--- config.mk ---
export PLATFORM = sky130hd
export DESIGN_NAME = axis_l4_splitter
export DESIGN_NICKNAME = d
export VERILOG_FILES = /design/src/rtl/axis_l4_splitter.sv
export SDC_FILE = /design/constraint.sdc
export NUM_CORES = 2
export LEC_CHECK = 0
export BUFFER_PORTS_ARGS = -buffer_cell sky130_fd_sc_hd__clkbuf_2
export CORE_AREA = 2 2 472 474
export DETAILED_ROUTE_END_ITERATION = 6
export DIE_AREA = 0 0 474 476
export PLACE_DENSITY_LB_ADDON = 0.3
export SLEW_MARGIN = 10
export SYNTH_ARGS = -nofsm -noshare
export SYNTH_HDL_FRONTEND = slang
export SYNTH_SLANG_ARGS = --single-unit
--- constraint.sdc ---
create_clock -name clock -period 65.3 [get_ports clock]
set_input_delay 13.06 -clock clock [delete_from_list [all_inputs] [get_ports clock]]
set_output_delay 13.06 -clock clock [all_outputs]
set_load 0.02 [all_outputs]
--- src/rtl/axis_l4_splitter.sv ---
// IPv4 UDP/TCP splitter: parses headers from an AXI-Stream byte stream, buffers payload
// into a MAX_BYTES window and presents it on the matching L4 output channel.

module axis_l4_lane #(
    parameter int LANE = 0
) (
    input  logic [15:0] off,
    input  logic        keep,
    output logic [15:0] lane_off,
    output logic        hit_ver,
    output logic        hit_proto,
    output logic        hit_doff,
    output logic        hit_hdr
);
    logic [16:0] sum;

    assign sum       = {1'b0, off} + 17'(LANE);
    assign lane_off  = sum[16] ? 16'hFFFF : sum[15:0];
    assign hit_ver   = keep && (lane_off == 16'd0);
    assign hit_proto = keep && (lane_off == 16'd9);
    assign hit_doff  = keep && (lane_off == 16'd32);
    assign hit_hdr   = keep && (lane_off >= 16'd20) && (lane_off <= 16'd27);
endmodule

module axis_l4_splitter #(
    parameter int DATA_W    = 32,
    parameter int MAX_BYTES = 64,
    parameter int CNT_W     = 16
) (
    input  logic                   clock,
    input  logic                   reset,
    input  logic                   io_in_tvalid,
    output logic                   io_in_tready,
    input  logic [DATA_W-1:0]      io_in_tdata,
    input  logic [DATA_W/8-1:0]    io_in_tkeep,
    input  logic                   io_in_tlast,
    output logic                   io_out_udp_valid,
    input  logic                   io_out_udp_ready,
    output logic [8*MAX_BYTES-1:0] io_out_udp_bits_data,
    output logic [15:0]            io_out_udp_bits_len,
    output logic [15:0]            io_out_udp_bits_udp_head_src_port,
    output logic [15:0]            io_out_udp_bits_udp_head_dst_port,
    output logic [15:0]            io_out_udp_bits_udp_head_length,
    output logic [15:0]            io_out_udp_bits_udp_head_checksum,
    output logic                   io_out_tcp_valid,
    input  logic                   io_out_tcp_ready,
    output logic [8*MAX_BYTES-1:0] io_out_tcp_bits_data,
    output logic [15:0]            io_out_tcp_bits_len,
    output logic [31:0]            io_out_tcp_bits_seq,
    output logic                   io_out_trunc,
    output logic [CNT_W-1:0]       io_drop_count
);
    localparam int          NB      = DATA_W / 8;
    localparam int          AW      = (MAX_BYTES > 1) ? $clog2(MAX_BYTES) : 1;
    localparam logic [15:0] MAXB    = 16'(MAX_BYTES);
    localparam logic [15:0] UDP_END = 16'd28;
    localparam logic [15:0] TCP_END = 16'd40;
    localparam logic [7:0]  P_UDP   = 8'd17;
    localparam logic [7:0]  P_TCP   = 8'd6;

    typedef enum logic [1:0] {RECV, HOLD, DROP} state_t;
    state_t state, state_nx;

    logic [NB-1:0][7:0]           din;
    logic [NB-1:0][15:0]          lane_off, pay_idx;
    logic [NB-1:0]                hit_ver, hit_proto, hit_doff, hit_hdr, pay_hit;
    logic [MAX_BYTES-1:0][7:0]    pay_buf;
    logic [7:0][7:0]              hdr;
    logic [15:0]                  off, cnt, off_nx, hdr_end, len_r, diff;
    logic [16:0]                  off_sum;
    logic [7:0]                   proto_r, proto_eff;
    logic                         bad_r, bad_now, bad_eff, trunc_r;
    logic                         beat, cap, emit, drop_inc, release_hs;
    logic [CNT_W-1:0]             drop_cnt;

    assign din = io_in_tdata;

    genvar k;
    generate
        for (k = 0; k < NB; k++) begin : g_lane
            axis_l4_lane #(.LANE(k)) u_lane (
                .off       (off),
                .keep      (io_in_tkeep[k]),
                .lane_off  (lane_off[k]),
                .hit_ver   (hit_ver[k]),
                .hit_proto (hit_proto[k]),
                .hit_doff  (hit_doff[k]),
                .hit_hdr   (hit_hdr[k])
            );
            assign pay_idx[k] = lane_off[k] - hdr_end;
            assign pay_hit[k] = io_in_tkeep[k] && (lane_off[k] >= hdr_end);
        end
    endgenerate

    // Protocol byte may arrive in the same beat as later header bytes on wide buses.
    always_comb begin
        proto_eff = proto_r;
        for (int i = 0; i < NB; i++)
            if (hit_proto[i]) proto_eff = din[i];
    end

    assign hdr_end = (proto_eff == P_UDP) ? UDP_END : TCP_END;

    always_comb begin
        cnt     = '0;
        bad_now = |(io_in_tkeep & (io_in_tkeep + NB'(1)));
        for (int i = 0; i < NB; i++) begin
            cnt = cnt + 16'(io_in_tkeep[i]);
            if (hit_ver[i] && din[i] != 8'h45) bad_now = 1'b1;
            if (hit_proto[i] && din[i] != P_UDP && din[i] != P_TCP) bad_now = 1'b1;
            if (hit_doff[i] && proto_eff == P_TCP && din[i][7:4] != 4'd5) bad_now = 1'b1;
        end
    end

    assign off_sum      = {1'b0, off} + {1'b0, cnt};
    assign off_nx       = off_sum[16] ? 16'hFFFF : off_sum[15:0];
    assign bad_eff      = bad_r || bad_now;
    assign diff         = off_nx - hdr_end;
    assign io_in_tready = !reset && (state != HOLD);
    assign beat         = io_in_tvalid && io_in_tready;
    assign cap          = beat && (state == RECV);

    always_comb begin
        state_nx   = state;
        emit       = 1'b0;
        drop_inc   = 1'b0;
        release_hs = 1'b0;
        case (state)
            RECV: if (beat) begin
                if (io_in_tlast) begin
                    if (bad_eff || off_nx < hdr_end) drop_inc = 1'b1;
                    else begin
                        emit     = 1'b1;
                        state_nx = HOLD;
                    end
                end else if (bad_eff) state_nx = DROP;
            end
            DROP: if (beat && io_in_tlast) begin
                drop_inc = 1'b1;
                state_nx = RECV;
            end
            HOLD: if ((io_out_udp_valid && io_out_udp_ready) ||
                      (io_out_tcp_valid && io_out_tcp_ready)) begin
                release_hs = 1'b1;
                state_nx   = RECV;
            end
            default: state_nx = RECV;
        endcase
    end

    always_ff @(posedge clock or posedge reset) begin
        if (reset) state <= RECV;
        else       state <= state_nx;
    end

    always_ff @(posedge clock or posedge reset) begin
        if (reset) begin
            off              <= '0;
            bad_r            <= 1'b0;
            proto_r          <= '0;
            hdr              <= '0;
            pay_buf          <= '0;
            trunc_r          <= 1'b0;
            len_r            <= '0;
            io_out_udp_valid <= 1'b0;
            io_out_tcp_valid <= 1'b0;
            drop_cnt         <= '0;
        end else begin
            if (beat) begin
                off   <= io_in_tlast ? '0 : off_nx;
                bad_r <= io_in_tlast ? 1'b0 : bad_eff;
            end
            if (release_hs) off <= '0;
            if (cap) begin
                if (hit_ver[0]) begin
                    pay_buf <= '0;
                    trunc_r <= 1'b0;
                end
                proto_r <= proto_eff;
                for (int i = 0; i < NB; i++) begin
                    if (hit_hdr[i]) hdr[lane_off[i][2:0] - 3'd4] <= din[i];
                    if (pay_hit[i]) begin
                        if (pay_idx[i] < MAXB) pay_buf[pay_idx[i][AW-1:0]] <= din[i];
                        else                   trunc_r <= 1'b1;
                    end
                end
            end
            if (emit) begin
                len_r            <= (diff > MAXB) ? MAXB : diff;
                io_out_udp_valid <= (proto_eff == P_UDP);
                io_out_tcp_valid <= (proto_eff == P_TCP);
            end
            if (release_hs) begin
                io_out_udp_valid <= 1'b0;
                io_out_tcp_valid <= 1'b0;
            end
            if (drop_inc && drop_cnt != '1) drop_cnt <= drop_cnt + 1'b1;
        end
    end

    assign io_out_udp_bits_data              = pay_buf;
    assign io_out_tcp_bits_data              = pay_buf;
    assign io_out_udp_bits_len               = len_r;
    assign io_out_tcp_bits_len               = len_r;
    assign io_out_udp_bits_udp_head_src_port = {hdr[0], hdr[1]};
    assign io_out_udp_bits_udp_head_dst_port = {hdr[2], hdr[3]};
    assign io_out_udp_bits_udp_head_length   = {hdr[4], hdr[5]};
    assign io_out_udp_bits_udp_head_checksum = {hdr[6], hdr[7]};
    assign io_out_tcp_bits_seq               = {hdr[4], hdr[5], hdr[6], hdr[7]};
    assign io_out_trunc                      = trunc_r;
    assign io_drop_count                     = drop_cnt;
endmodule

# Yosys cells after proc, flatten, opt, wreduce, memory -nomap -nowiden

Cells that the tools add are included.

Register bits after elaboration: 638
Latch bits: 0
RAM bits: 0
Memory bits (read-only): 0
Output and inout port bits: 1172
Memories kept: 0

$add $sub $neg: 18
Multiply operators: 0
Div/mod/pow operators: 0
Magnitude comparators: 34
Equality and inequality tests: 35
Shift operators: 0
Mux-type cells: 102
Bitwise logic cells: 1
Reductions and logical operators: 72

Operators with widths:

| cell                    | number |
|---|---|
| $mux W512               | 13 |
| $bwmux W512             | 4 |
| $mux W64                | 7 |
| $bwmux W64              | 4 |
| $demux W8 S6            | 4 |
| $mux W16                | 8 |
| $demux W8 S3            | 4 |
| $mux W8                 | 12 |
| $eq A16 B4 Y1 const B   | 4 |
| $eq A16 B6 Y1 const B   | 4 |
| $ge A16 B16 Y1          | 4 |
| $ge A16 B5 Y1 const B   | 4 |
| $le A16 B5 Y1 const B   | 4 |
| $logic_not A16 Y1       | 4 |
| $lt A16 B7 Y1 const B   | 4 |
| $sub A16 B16 Y16        | 4 |
| $logic_and A1 B1 Y1     | 59 |
| $mux W1                 | 37 |
| $add A16 B2 Y17 const B | 2 |
| $ne A8 B3 Y1 const B    | 4 |
| $ne A8 B5 Y1 const B    | 4 |
| $ne A8 B7 Y1 const B    | 4 |
| $lt A6 B7 Y1 const B    | 4 |
| $ge A6 B1 Y1 const B    | 4 |
| other kinds (33)        | 56 |

# Depth between registers and ports, before layout

Word-level depth: 29
Gate-level depth with buffers: 32
Depth with buffers taken out: 28

# Hierarchy

From an unflattened synthesis, not the netlist that was laid out.

Cell total of the unflattened synthesis: 7915
Area total of the unflattened synthesis: 58994.1 µm²

By module, submodules not included:

| module                          | instances | cells each | area each (µm²) | seq. area each (µm²) |
|---|---|---|---|---|
| axis_l4_splitter                | 1         | 7544       | 56454.1         | 15965.3 |
| axis_l4_lane (g_lane[2].u_lane) | 1         | 117        | 812.0           | 0.0 |
| axis_l4_lane (g_lane[1].u_lane) | 1         | 117        | 759.5           | 0.0 |
| axis_l4_lane (g_lane[3].u_lane) | 1         | 107        | 742.0           | 0.0 |
| axis_l4_lane (g_lane[0].u_lane) | 1         | 30         | 226.5           | 0.0 |

# Worst setup path after synthesis

Ideal clock, no wire load.

Kind: input-to-reg
Start: input reset
End: register pay_buf, in the netlist io_out_tcp_bits_data[155]
Arrival time: 29.286 ns
Slack: 35.875 ns
Stages on the path: 9
Cell sequence: inv_1 > nand2_1 > or3_1 > clkbuf_1 > clkbuf_1 > buf_1 > clkbuf_1 > a211oi_1 > o31ai_1

Word-level cells in the longest chain between the ends: 4

RTL lines:

| item                            | RTL line | text |
|---|---|---|
| from (decl)                     | 31       | `input logic reset,` |
| $logic_not A1 Y1 (no line)      | -        |  |
| $logic_and A1 B1 Y1             | 119      | `assign io_in_tready = !reset && (state != HOLD);` |
| $logic_and A1 B1 Y1             | 120      | `assign beat = io_in_tvalid && io_in_tready;` |
| $logic_and A1 B1 Y1             | 121      | `assign cap = beat && (state == RECV);` |
| to (signal, indexed assignment) | 183      | `if (pay_idx[i] < MAXB) pay_buf[pay_idx[i][AW-1:0]] <= din[i];` |
| to (decl)                       | 67       | `logic [MAX_BYTES-1:0][7:0] pay_buf;` |

No other way between the ends.
A chain may end at the register's enable or synchronous reset.

# Worst setup path after layout

Start: input reset
End: output io_in_tready

Word-level cells in the longest chain between the ends: 2

RTL lines:

| item                       | RTL line | text |
|---|---|---|
| $logic_not A1 Y1 (no line) | -        |  |
| $logic_and A1 B1 Y1        | 119      |  |
| to (decl)                  | 33       | `output logic io_in_tready,` |

No other way between the ends.

==> results by group <==
Run status
  • Status: finished, violations left
  • Violated checks: DRC

Floorplanning
  • Core outline area: 221000 um2
  • Site Rows: 173
  • Die Outline Area: 225600 um2
  • Top-level I/O count: 1214
  • DIE HEIGHT: 476 um
  • Floorplan die width: 474 um
  • Starting utilization of the core area: 0.2496

Setup path
  • Worst reg-to-reg path cell count: 23
  • Endpoint kind of the worst setup timing path: output pin
  • CP required: about 52 ns
  • Arrival time of data at the critical path endpoint: 13.51 ns
  • Critical path start-end classification: in -> out
  • Crit path to: io_in_tready
  • Endpoint of the worst-slack reg-to-reg timing path: io_out_tcp_bits_data[360]
  • Maximum fanout encountered on the critical timing path: 2
  • Setup slack of the most critical reg-to-reg path: about 54 ns
  • Launch point of the worst path: reset
  • Element type at the critical path start: input pin
  • Worst R2R Start: off[0]

Clocking
  • Max H-tree Level: 3
  • Clock tree from TritonCTS: yes
  • Root Buffer: clkbuf_16
  • TritonCTS buffer count: 87
  • Post-CTS setup buffer count: 0
  • Post-cts gate resize count: 0
  • Clock input transition at the sequential cells of the worst setup and hold paths: 0.06 ns
  • TritonCTS sink count: roughly 640
  • Hold-fix buffer count after cts: 0
  • Latest clock arrival within the worst-skew pair: a little under 0.8 ns
  • Clock Path Buffers: 3

Final layout
  • Area added between synthesis and finish: 13.34%
  • Non-filler cells, final: 10983
  • Number of nets in the final layout: roughly 8000
  • Fraction of final layout cells with drive strength greater than 1: 0.2073
  • Finished layout cell area: 62520 um2

Timing
  • Worst clock skew: 0.09300 ns
  • Total Neg Setup Slack: 0 ns
  • Slew Limit Headroom: 0.07853
  • Fmax achieved: 0.03764 GHz
  • Worst hold margin: 0.4788 ns
  • Slew at the pin closest to its max-slew limit: 1.372 ns
  • Period minus WS final: between 20 and 30 ns
  • Unrepaired setup endpoints after global routing: no
  • Final setup vio count: 0
  • Part of the cycle the worst path needs: 0.4068
  • Hold violation count in the final report: 0
  • Final Max Tran Viols: 0

Yosys
  • EDFF count, synth: 0
  • Synthesis-stage register bit count: 638
  • Proportion of synthesized chip area in sequential cells: 0.2894
  • Dominant synthesized flop cell: dfrtp_1
  • Synthesized area divided by synthesized cell count: 7.177 um2
  • Area share of the largest cell type after synthesis: 0.2894
  • Most instantiated library cell after synthesis: nand2_1
  • Top post-synthesis cells by area: dfrtp_1, o21ai_0, nand2_1
  • Cells after Synth: 7685
  • Synth async-reset ratio: 1.000
  • Warnings from Yosys: 0
  • Area leader, netlist: dfrtp_1
  • Syn Nets: 7762
  • Netlist area before placement: between 50000 and 60000 um2
  • Distinct cells, synth: between 90 and 100
  • Synth top cells by count: nand2_1, o21ai_0, nor2_1

Drt
  • Detailed-routing wirelength on met1: around 150 mm
  • Drt first-iter violations: 11994
  • Vias per Instance: 6.188
  • Wire length on met3: 55.42 mm
  • Highest Signal Layer: met5
  • Number of vias after detailed routing: 67961
  • Final WL: 413.3 mm
  • Drt pass-1 iters: 7
  • Final ANT Viol Nets: 0
  • Number of remaining DRC errors: 10
  • Met2 layer wire length in the routed design: 164.8 mm
  • Average detailed-routed wire length per instance: between 30 and 40 um

Pwr
  • Standby leakage power: 26.94 nW
  • Power density relative to cell area: roughly 51 nW/um2
  • IR drop worst, VDD: 0.03633 mV

Placed design
  • Port Buffers: approximately 1200
  • Weighted congestion at the end of routability-driven global placement: 1.056
  • Placed Instances: 10791
  • Instance area after placement: ~60000 um2
  • Placed wire-length estimate: roughly 290 mm

Flow run
  • Number of violations of the max-capacitance limit: 0

Global route
  • Pin count of the biggest net entering global routing: 252
  • Vias in the first global route: 59716
  • Overall routing resource usage: 0.3476
  • Final global-route overflow total: 0
  • Number of antenna violations at the first check in global routing: 42
  • First-pass GRT wire length: about 540 mm

Worst hold path
  • Worst hold path type: reg -> reg
worst min-delay path by stage:
stage	end	cells after the start	slack (ns)	startpoint
floorplan	proto_r[2]	2	0.44	proto_r[2]
global placement	proto_r[2]	2	0.46	proto_r[2]
detailed placement	proto_r[2]	2	0.46	proto_r[2]
CTS	proto_r[1]	2	0.48	proto_r[1]
global route	proto_r[2]	2	0.49	proto_r[2]
finish	proto_r[1]	2	0.48	proto_r[1]
cell families (layout without fill, tap and decap cells):
group                    Yosys count  count (layout)  synth area share
buffers and inverters           1285            1575            0.1284
adder cells (fa/ha/maj)           36              36          0.008529
multiplexers                     298             298           0.05526
flip-flops                       638             638            0.2894
AND/OR/NAND/NOR                 2815            2815            0.2155
AO/OA/AOI/OAI                   2534            2534            0.2900
other                              0              33                 0
XOR/XNOR                          79              79           0.01279
critical path: stages:
cell and delay (ns):
clkbuf_2 0.13, nor2_1 0.13, clkbuf_2 0.18
cells in the final DEF (no fill, tap or decap), types with 49 or more instances in the layout:
master and instances:
nand2_1 1366, clkbuf_2 1196, o21ai_0 1035, nor2_1 956
dfrtp_1 638, o221ai_1 352, a21oi_1 324, mux2i_1 246
a211oi_1 229, o31ai_1 173, buf_4 156, o22ai_1 111
nand3_1 108, clkbuf_16 87, nor3_1 77, a221oi_1 56
inv_1 54, o21ai_1 49
sequential cells by signal, indices dropped and copies added (netlist names):
signal                             flops
bad_r                                  1
io_out_udp_bits_udp_head_src_port     16
io_out_tcp_bits_data                 512
io_drop_count                         16
io_out_tcp_bits_seq                   32
io_out_tcp_valid                       1
state                                  2
io_out_udp_bits_udp_head_dst_port     16
io_out_udp_valid                       1
io_out_tcp_bits_len                   16
proto_r                                8
io_out_trunc                           1
off                                   16
layout make-up:
cell class	count	area [um2]
Sequential cell	638	15970
Clock buffer	133	2590
Inverter	56	217.7
Multi-Input combinational cell	5762	32310
Fill cell	23946	158500
Timing Repair Buffer	1360	7302
Antenna cell	33	82.58
Clock inverter	26	325.3
Tap cell	2975	3722
power by group:
group | total [W] | internal [W] | switching, W
clock | 0.000516 | 0.000284 | 0.000232
sequential | 0.000979 | 0.000553 | 0.000426
combinational | 0.00168 | 0.000483 | 0.00120
total | 0.00318 | 0.00132 | 0.00186
metal layers:
metal / GRT usage / vias up
met4: 0.2720 / 34
met5: 0.007676 / -
met3: 0.1289 / 1328
met2: 0.4829 / 5954
met1: 0.4297 / 33175
li1: - / 27470
metrics by stage:
| stage | power [W] | setup WS, ns | utilization |
|---|---|---|---|
| 2_1_floorplan | 0.001905 | 34.33 | - |
| 3_3_place_gp | 0.002589 | 38.72 | 0.2693 |
| 3_5_place_dp | 0.002613 | 38.74 | 0.2693 |
| 4_1_cts | 0.003130 | 38.74 | 0.2825 |
| 5_1_grt | 0.003302 | 38.72 | 0.2825 |
| 6_report | 0.003178 | 38.73 | 0.2829 |
(Power assumes the default switching activity.)
